<file path="src/rtl/cpu_types_pkg.sv">
// Shared CPU-side types: word width, RAM handshake status and arbiter states.
package cpu_types_pkg;

  localparam int WORD_W = 32;

  typedef logic [WORD_W-1:0] word_t;

  // RAM status as reported back by the memory model / controller
  typedef enum logic [1:0] {
    FREE   = 2'd0,
    BUSY   = 2'd1,
    ACCESS = 2'd2,
    ERROR  = 2'd3
  } ramstate_t;

  // Which cache side currently owns the RAM port
  typedef enum logic [1:0] {
    IDLE = 2'd0,
    IACC = 2'd1,
    DACC = 2'd2
  } arbstate_t;

endpackage

</file>
<file path="src/rtl/arb_starve_ctr.sv">
// Saturating count of data grants completed while an instruction fetch was
// waiting. hit_o tells the arbiter to hand the next grant to the I-side.
// Only instantiated when MEM_ARB_STARVE_EN is defined.
module arb_starve_ctr #(
  parameter int unsigned LIMIT = 4
) (
  input  logic gclk,
  input  logic grst_n,
  input  logic inc_i,
  input  logic clr_i,
  output logic hit_o
);

  localparam int unsigned CW = $clog2(LIMIT + 1);
  localparam logic [CW-1:0] LIM = CW'(LIMIT);

  logic [CW-1:0] cnt_q, cnt_d;

  // Clear beats increment; saturate at LIM so hit stays asserted
  always_comb begin
    cnt_d = cnt_q;
    if (clr_i)                    cnt_d = '0;
    else if (inc_i && cnt_q < LIM) cnt_d = cnt_q + CW'(1);
  end

  // Counter register
  always_ff @(posedge gclk or negedge grst_n) begin
    if (!grst_n) cnt_q <= '0;
    else         cnt_q <= cnt_d;
  end

  assign hit_o = (cnt_q >= LIM);

endmodule

</file>
<file path="src/rtl/memory_arbiter.sv">
// Two-port (I-cache / D-cache) arbiter onto a single RAM port.
// Data side wins by default; defining MEM_ARB_STARVE_EN adds a guard that
// forces an instruction grant after STARVE_LIMIT data grants taken while
// iREN was pending.
module memory_arbiter
  import cpu_types_pkg::*;
#(
  parameter int unsigned STARVE_LIMIT = 4
) (
  input  logic      CLK,
  input  logic      nRST,
  input  logic      iREN,
  input  logic      dREN,
  input  logic      dWEN,
  input  word_t     iaddr,
  input  word_t     daddr,
  input  word_t     dstore,
  output logic      iwait,
  output logic      dwait,
  output word_t     iload,
  output word_t     dload,
  output logic      ramREN,
  output logic      ramWEN,
  output word_t     ramaddr,
  output word_t     ramstore,
  input  word_t     ramload,
  input  ramstate_t ramstate,
  output logic      err
);

  if (STARVE_LIMIT < 1) begin : g_bad_limit
    $error("memory_arbiter: STARVE_LIMIT must be at least 1");
  end

  arbstate_t state_q, state_d;
  logic      err_q, err_d;
  logic      d_req;
  logic      starve_pick;

  assign d_req = dREN | dWEN;

`ifdef MEM_ARB_STARVE_EN
  logic i_done, d_done;

  assign i_done = (state_q == IACC) && iREN  && (ramstate == ACCESS);
  assign d_done = (state_q == DACC) && d_req && (ramstate == ACCESS);

  arb_starve_ctr #(.LIMIT(STARVE_LIMIT)) u_starve (
    .gclk   (CLK),
    .grst_n (nRST),
    .inc_i  (d_done & iREN),
    .clr_i  (i_done),
    .hit_o  (starve_pick)
  );
`else
  assign starve_pick = 1'b0;
`endif

  // Next owner plus RAM-side mux; all outputs idle unless a grant is live
  always_comb begin
    state_d  = state_q;
    iwait    = 1'b1;
    dwait    = 1'b1;
    ramREN   = 1'b0;
    ramWEN   = 1'b0;
    ramaddr  = '0;
    ramstore = '0;
    iload    = '0;
    dload    = '0;
    err_d    = err_q | ((state_q != IDLE) && (ramstate == ERROR));
    case (state_q)
      IDLE: begin
        if (iREN && starve_pick) state_d = IACC;
        else if (d_req)          state_d = DACC;
        else if (iREN)           state_d = IACC;
      end
      IACC: begin
        ramREN  = 1'b1;
        ramaddr = iaddr;
        // A dropped request abandons the grant silently
        if (!iREN) state_d = IDLE;
        else if (ramstate == ACCESS) begin
          iwait   = 1'b0;
          iload   = ramload;
          state_d = IDLE;
        end
      end
      DACC: begin
        ramaddr = daddr;
        if (dWEN) begin
          ramWEN   = 1'b1;
          ramstore = dstore;
        end else begin
          ramREN   = 1'b1;
        end
        if (!d_req) state_d = IDLE;
        else if (ramstate == ACCESS) begin
          dwait   = 1'b0;
          if (!dWEN) dload = ramload;
          state_d = IDLE;
        end
      end
      default: state_d = IDLE;
    endcase
  end

  // Owner and sticky error flag
  always_ff @(posedge CLK or negedge nRST) begin
    if (!nRST) begin
      state_q <= IDLE;
      err_q   <= 1'b0;
    end else begin
      state_q <= state_d;
      err_q   <= err_d;
    end
  end

  assign err = err_q;

endmodule

</file>
<file path="config.mk">
export PLATFORM = sky130hd
export DESIGN_NAME = memory_arbiter
export DESIGN_NICKNAME = d
export VERILOG_FILES = /design/src/rtl/cpu_types_pkg.sv /design/src/rtl/arb_starve_ctr.sv /design/src/rtl/memory_arbiter.sv
export SDC_FILE = /design/constraint.sdc
export NUM_CORES = 1
export LEC_CHECK = 0
export CORE_AREA = 2 2 104 106
export DETAILED_ROUTE_END_ITERATION = 16
export DIE_AREA = 0 0 106 108
export SLEW_MARGIN = 5
export SYNTH_ARGS = -nofsm -noshare
export SYNTH_HDL_FRONTEND = slang
export SYNTH_SLANG_ARGS = --single-unit
</file>
<file path="constraint.sdc">
create_clock -name CLK -period 2 [get_ports CLK]
set_input_delay 0.4 -clock CLK [delete_from_list [all_inputs] [get_ports CLK]]
set_output_delay 0.4 -clock CLK [all_outputs]
set_load 0.1 [all_outputs]
</file>
=== Word level (Yosys, flattened, before mapping) ===
Cells that the tools add are included.

* Flip-flop bits (word level): 3
* Bits of input ports: 135
* Output and inout port bits: 133

* Bitwise logic cells: 2
* Multiplexer cells: 25
* Reductions and logical operators: 3
* Equal/unequal tests: 5

{| class="wikitable"
|+ Operators with widths
! operator !! count
|-
| $mux 32 || 9
|-
| $pmux 32 s2 || 1
|-
| $mux 2 || 5
|-
| $mux 1 || 8
|-
| $eq 2x2->1 const B || 3
|-
| $pmux 2 s3 || 1
|-
| $ne 3x3->1 const B || 1
|-
| $eq 2x1->1 const B || 1
|-
| $logic_not 2->1 || 1
|-
| $or 1x1->1 || 2
|-
| $pmux 1 s2 || 1
|-
| $reduce_bool 2->1 || 1
|-
| $logic_and 1x1->1 || 1
|}

=== Depth between registers and ports, before layout ===
Gate-level depths: netlist of run 1.

* Depth after elaboration: 4
* Gate-level depth with buffers: 6
* Gate-level depth less buffers: 5

=== Least setup slack after synthesis of run 1 ===
No wires, ideal clock.

* Path kind: reg-to-output
* From: reg state_q[1]
* To: out ramaddr[0]
* Required time: 1,600 ps
* Cell stages (with the launch flop): 7
* Slack: -843 ps
* Arrival time: 2,443 ps
* Path buffers: 2
* Cell sequence: dfrtp_1 -> inv_1 -> ha_1 -> clkbuf_1 -> buf_2 -> a22oi_1 -> nor2b_1

* Word-level cells in the longest chain between the ends: 2

{| class="wikitable"
|+ Ends and longest elaborated chain
! what !! line !! RTL
|-
| start, declared || memory_arbiter.sv:35 || <nowiki>arbstate_t state_q, state_d;</nowiki>
|-
| start signal, assigned || memory_arbiter.sv:113 || <nowiki>state_q <= state_d;</nowiki>
|-
| $eq 2x2->1 / $eq 2x1->1 (equally long branches) || memory_arbiter.sv:71 || <nowiki>case (state_q)</nowiki>
|-
| $pmux 32 s2 (*) || memory_arbiter.sv:71 ||
|-
| end, declared || memory_arbiter.sv:24 || <nowiki>output word_t ramaddr,</nowiki>
|}

Mark *: on every way between the ends. The rest lies on a longest branch, timed or not.

=== Worst setup path after layout of run 1 ===
* From: reg state_q[0]
* To: out dload[2]

* Word-level cells in the longest chain between the ends: 2

{| class="wikitable"
|+ Ends and longest elaborated chain
! what !! line !! RTL
|-
| $eq 2x2->1 || memory_arbiter.sv:71 ||
|-
| $mux 32 || memory_arbiter.sv:71 ||
|-
| end, declared || memory_arbiter.sv:21 || <nowiki>output word_t dload,</nowiki>
|}

No other way between the ends.

==> results by group, run 1 <==
Placement
  – Post-DP Area: between 6000 and 7000 um^2
  – Placed insts: around 610
  – Port Buf Inserts: 267
  – Placed wire-length estimate: 8720 um
  – GP Congestion: 0.783
  – Dpl ws: -324 ps

Worst hold path
  – Worst Hold Class: in2async

Final layout
  – # diodes: 0
  – Fillcell total: around 740
  – Share of post-route cells with drive strength above 1: slightly below 70%
  – Post-route cell area: 6830 um^2
  – Core Util, Final: between 60 and 70%
  – Area taken by flip-flops and latches: 76.3 um^2
  – Commonest non-fill, non-tap cell in the layout: buf_12
  – Layout Nets: between 600 and 700
  – Multi-input gate area: 1880 um^2
  – P&R area growth vs syn: 385%
  – Commonest cells after routing, fill and taps aside: 142 x buf_12, 130 x clkdlybuf4s50_1, 64 x and2_4
  – Non-filler cells, final: 641

STA
  – Final setup margin: -159 ps
  – Max-slew violations: 0
  – Max transition margin: 79.9%
  – Final Hold Vio Count: 0
  – Fmax: between 400 and 500 MHz
  – Final setup violation count: 98
  – Unrepaired setup endpoints after global routing: true
  – Final Cycle Share: 108%
  – Worst Tran Pin Value: around 300 ps
  – Worst Skew: approximately 3.5 ps
  – Final critical-path required period: 2160 ps
  – Setup_tns: -10800 ps

Job
  – Max cap viols: 0

GRT
  – Total GRT Usage: 19.3%
  – First-pass GRT wire length: approximately 17000 um
  – Grt total ovfl: 0
  – Pin count of the biggest net entering global routing: 37
  – Vias in the first global route: roughly 3000
  – Initial antenna violation count: 0

Synthesis
  – Area contributors post-synth: and2_1 29%, a22oi_1 17%, and3_1 15%, nor2b_1 15%, dfrtp_1 5.3%
  – Synth Area per Inst: roughly 6.6 um^2
  – Synthesized flop and latch total: 3
  – Mapped cell area: 1410 um^2
  – Yosys Warn Count: 0
  – Seq/Total Area, Yosys: 5.32%
  – Yosys cell types: 23
  – Syn_nets: 352
  – Top cell type by total area after synthesis: and2_1
  – Mapped Cells: ~210
  – Yosys top cell area share: 28.8%

Drt
  – Vias: 2769
  – Drt first pass iters: 4
  – Routed Antenna Nets: 0
  – Initial drt markers: between 50 and 60
  – DR vias/cell: 4.32
  – Final WL: ~11000 um
  – Wire length per cell: 17.8 um
  – DRC Markers: 0

Die
  – Core footprint: 10200 um^2
  – Die area: 11400 um^2
  – Starting Density: approximately 14%
  – Die W: 106 um
  – # IOs: 268
  – Die height: 108 um
  – Row cnt: 37

Setup path
  – Startpoint Class: flop
  – Worst R2R End: state_q[1]$_DFFE_PN0P_
  – Reg-to-reg slack, setup: 340 ps
  – Critical path, cell by cell: inv_2, ha_4, nor2b_4, and3_4, buf_8, and2_4, buf_12
  – WP data required: approximately 1600 ps
  – Data arrival, critical path: 1760 ps
  – Slowest CP cell: dfrtp_1
  – R2R Path Start: state_q[1]$_DFFE_PN0P_
  – Critical path peak fanout: 11
  – FF-to-FF path depth: 6
  – Critical path class: reg2out
  – Worst setup EP type: output pin
  – Crit-path max cell delay: 390 ps

Power and ir drop
  – Leakage power total: 2.80 nW
  – Power per standard cell area: 1070 nW/um^2
  – Maximum vdd ir drop: between 0.0009 and 0.001 V

Run status
  – Status: finished, violations left
  – Failing checks: setup timing

Clock network
  – Worst-Skew Late Latency: 210 ps
  – CTS Buf Count: 3
  – Clock tree from TritonCTS: done
  – Clock sink count: 3
  – Number of hold buffers added after CTS: 0
  – Clk slew on worst S/H paths: 30 ps
  – H-tree lvl count: 1
  – CTS max path bufs: 2
  – Root buf cell: clkbuf_8
kinds of logic after synthesis:
logic type               Yosys count  synth area share (%)
adder cells (fa/ha/maj)            4                  3.55
flip-flops                         3                  5.32
AO/OA/AOI/OAI                     40                  21.0
AND/OR/NAND/NOR                  139                  61.3
buffers and inverters             27                  8.78
critical path: cells and delay by family (launching register included):
| kind | cells | cell delay (ps) |
|---|---|---|
| flip-flops | 1 | 390 |
| AND/OR/NAND/NOR | 3 | 580 |
| buffers and inverters | 3 | 410 |
| adder cells (fa/ha/maj) | 1 | 160 |
per-stage QoR:
step | power [mW] | hold WS (ps)
final | 7.30 | 367
after global routing | 7.55 | 377
after CTS | 7.18 | 369
after detailed placement | 6.20 | 470
after global placement | 6.15 | 470
after floorplan | 3.94 | 104
worst max-delay path by stage:
stage	slack, ps	cells past startpoint	endpoint	startpoint
finish	-160	7	dload[2]	state_q[0]$_DFFE_PN0P_
global route	-230	7	dload[11]	state_q[0]$_DFFE_PN0P_
CTS	-160	7	dload[2]	state_q[0]$_DFFE_PN0P_
detailed placement	-320	6	dload[2]	ramstate[1]
global placement	-300	6	iload[1]	ramstate[1]
floorplan	-150	5	dwait	state_q[0]$_DFFE_PN0P_
area by class of cell:
type                            instances  share of cell area (%)
Multi-Input combinational cell        183                    27.5
Tap cell                              136                    2.49
Clock buffer                            4                   0.659
Inverter                                3                   0.220
Sequential cell                         3                    1.12
Timing Repair Buffer                  312                    68.0
synth_stat cells, drive strengths merged:
| library cell | count |
|---|---|
| and2 | 65 |
| and3 | 34 |
| nor2b | 34 |
| a22oi | 32 |
| clkbuf | 15 |
| buf | 9 |
| ha | 4 |
| dfrtp | 3 |
| inv | 3 |
| nand2 | 2 |
| nor2 | 2 |
| o21ai | 2 |
| a211oi | 1 |
| a21oi | 1 |
| a22o | 1 |
| a32o | 1 |
| nand3b | 1 |
| o21a | 1 |
| o21bai | 1 |
| or4b | 1 |
layer usage:
| layer | part of all wire (%) | track usage [%] | routed length [um] |
|---|---|---|---|
| met5 | 0 | 0 | 0 |
| met2 | 57 | 40.2 | 6560 |
| met3 | 7.9 | 5.00 | 901 |
| met1 | 34 | 19.6 | 3860 |
| met4 | 1.0 | 1.97 | 119 |
where the power goes:
group,internal (mW),total (mW),switching (mW),leakage (nW)
clock,0.136,0.176,0.0403,0.0228
combinational,3.12,7.03,3.91,2.74
sequential,0.0774,0.0977,0.0203,0.0333
flip-flops by register name (all words and copies together) (netlist names):
signal   count
state_q      2
err          1
what timing repair did:
| action | CTS | global route |
|---|---|---|
| buffers inserted | 13 | 6 |
| pin swaps | 33 | 10 |
| gates cloned | 9 | 1 |
| resized for setup | 61 | 19 |
| endpoints found under the setup margin | 132 | 128 |
No activity file was read; power rests on OpenSTA's default activity.
==> inputs of run 2 (changes only) <==
Settings changed: SETUP_SLACK_MARGIN from default to 0.02.
==> results by group, run 2 (synthesis gave the netlist of run 1 again) <==
Setup path
  – Crit-path max cell delay: 390 ps
  – Critical path, cell by cell: inv_2, ha_4, nor2b_4, and3_4, buf_8, and2_4, buf_12
  – Slowest CP cell: dfrtp_1
  – Data arrival, critical path: 1760 ps
  – Critical path class: reg2out
  – WP data required: roughly 1600 ps
  – Worst setup EP type: output pin
  – Worst Path Buf+Inv: 3
  – FF-to-FF path depth: 8
  – Startpoint Class: flop
  – Worst R2R End: state_q[1]$_DFFE_PN0P_
  – Critical path peak fanout: 11
  – R2R Path Start: state_q[1]$_DFFE_PN0P_
  – Reg-to-reg slack, setup: 260 ps
  – Delay-heaviest family, CP: simple AND/OR/NAND/NOR gates

Placement
  – Port Buf Inserts: 267
  – Placed wire-length estimate: 8720 um
  – GP Congestion: 0.783

GRT
  – Grt total ovfl: 0
  – Initial antenna violation count: 0
  – Vias in the first global route: ~3000
  – First-pass GRT wire length: 17600 um
  – Pin count of the biggest net entering global routing: 37
  – Total GRT Usage: 19.5%

Final layout
  – Fillcell total: 711
  – Commonest cells after routing, fill and taps aside: 140 x buf_12, 130 x clkdlybuf4s50_1, 65 x and2_4
  – Commonest non-fill, non-tap cell in the layout: buf_12
  – Layout Nets: 650
  – P&R area growth vs syn: 400%
  – Largest Register: state_q
  – Share of post-route cells with drive strength above 1: around 70%
  – Max reg flops: 2
  – # diodes: 0

Power and ir drop
  – Clock power frac: 2.3%
  – Switching part of the total: 53.6%
  – Power per standard cell area: 1080 nW/um^2
  – Flop pwr share: roughly 1.3%
  – Combinational fraction of design power: a little over nine tenths
  – NetSw: slightly above 4 mW
  – Internal power: 3.54 mW
  – Leakage power total: around 2.8 nW
  – Total power: 7.63 mW
  – Maximum vdd ir drop: 0.000845 V

Clock network
  – Number of hold buffers added after CTS: 0
  – Root buf cell: clkbuf_8
  – CTS max path bufs: 2
  – CTS Buf Count: 3
  – Clk slew on worst S/H paths: 30 ps
  – Clock sink count: 3
  – H-tree lvl count: 1
  – Clock tree from TritonCTS: done
  – Worst-Skew Late Latency: 210 ps

Die
  – Starting Density: 13.8%
  – Core footprint: between 10000 and 15000 um^2
  – Row cnt: 37
  – Die W: 106 um
  – Die height: about 110 um
  – # IOs: 268
  – Die area: 11400 um^2

Run status
  – Failing checks: setup timing
  – Status: finished, violations left

STA
  – Worst Tran Pin Value: between 300 and 400 ps
  – Final setup margin: -160 ps
  – Worst Skew: 3.45 ps
  – Max transition margin: 75.2%
  – Setup_tns: -10730 ps
  – Final Cycle Share: 108%
  – Final Hold Vio Count: 0
  – Final critical-path required period: 2160 ps
  – Final setup violation count: 125
  – Max-slew violations: 0
  – Fmax: about 460 MHz
  – Unrepaired setup endpoints after global routing: true

Drt
  – DR vias/cell: 4.33
  – Final WL: 11900 um
  – DRC Markers: 0
  – Wire length per cell: between 15 and 20 um
  – Drt first pass iters: 4
  – Routed Antenna Nets: 0
  – Vias: 2796
  – Initial drt markers: 64

Job
  – Max cap viols: 0

Worst hold path
  – Worst Hold Class: in2async
## run 2: changes by cell type in the layout (fill, tap and decap cells not counted), moves of 2 or more
cell and change:
a22oi_1 -3, buf_4 -2, buf_12 -2, buf_8 +4, clkbuf_16 +3, a22oi_2 +3, buf_6 +2, and3_2 -27
and3_4 +27
## run 2: how the worst max path moves through the flow
stage / from / end / slack [ps] / depth (start not counted)
2_1_floorplan: state_q[0]$_DFFE_PN0P_ / dwait / -150 / 5
3_3_place_gp: ramstate[1] / iload[1] / -300 / 6
3_5_place_dp: ramstate[1] / dload[2] / -320 / 6
4_1_cts: state_q[0]$_DFFE_PN0P_ / dload[2] / -160 / 7
5_1_grt: state_q[0]$_DFFE_PN0P_ / dload[11] / -240 / 7
6_report: state_q[0]$_DFFE_PN0P_ / dload[2] / -160 / 7
## run 2: layout make-up
| cell class | count | area (um^2) | share of cell area (%) |
|---|---|---|---|
| clock buffers | 4 | 45.0 | 0.639 |
| inverters | 3 | 15.0 | 0.213 |
| multi-input cells | 183 | 2000 | 28.4 |
| flip-flops and latches | 3 | 76.3 | 1.08 |
| well taps | 136 | 170 | 2.41 |
| repair buffers | 317 | 4740 | 67.3 |
## run 2: power by group through the flow
stage               Combinational [mW]  Clock [mW]  Sequential (mW)
floorplan                         3.85           0           0.0912
global placement                  6.06           0           0.0880
detailed placement                6.11           0           0.0873
CTS                               7.01       0.179           0.0947
global route                      7.59       0.188           0.0998
finish                            7.35       0.176           0.0979
## run 2: stage by stage
| stage | utilization [%] | std cells | worst slack, ps | hold WS [ps] | instance area [um^2] |
|---|---|---|---|---|---|
| after global placement | 59.7 | 611 | -300 | 470 | 6110 |
| after floorplan | - | 213 | -151 | 104 | 1860 |
| after global routing | 68.9 | 646 | -239 | 377 | 7050 |
| after detailed placement | 59.7 | 611 | -324 | 470 | 6110 |
| final | 68.9 | 646 | -160 | 367 | 7050 |
| after CTS | 66.0 | 638 | -160 | 369 | 6750 |
## run 2: what timing repair did
action | 4_1_cts | 5_1_grt
resized for setup | 63 | 58
pin swaps | 33 | 22
setup buffers | 14 | 5
gates cloned | 10 | 6
endpoints found under the setup margin | 132 | 130
## run 2: layer usage
layer  up-vias  track usage (%)  share of wire (%)
li1       1331                -                  -
met1      1308             19.8                 34
met2       149             40.7                 57
met3         8             5.00                7.6
met4         0             1.97               0.89
met5         -                0                  0
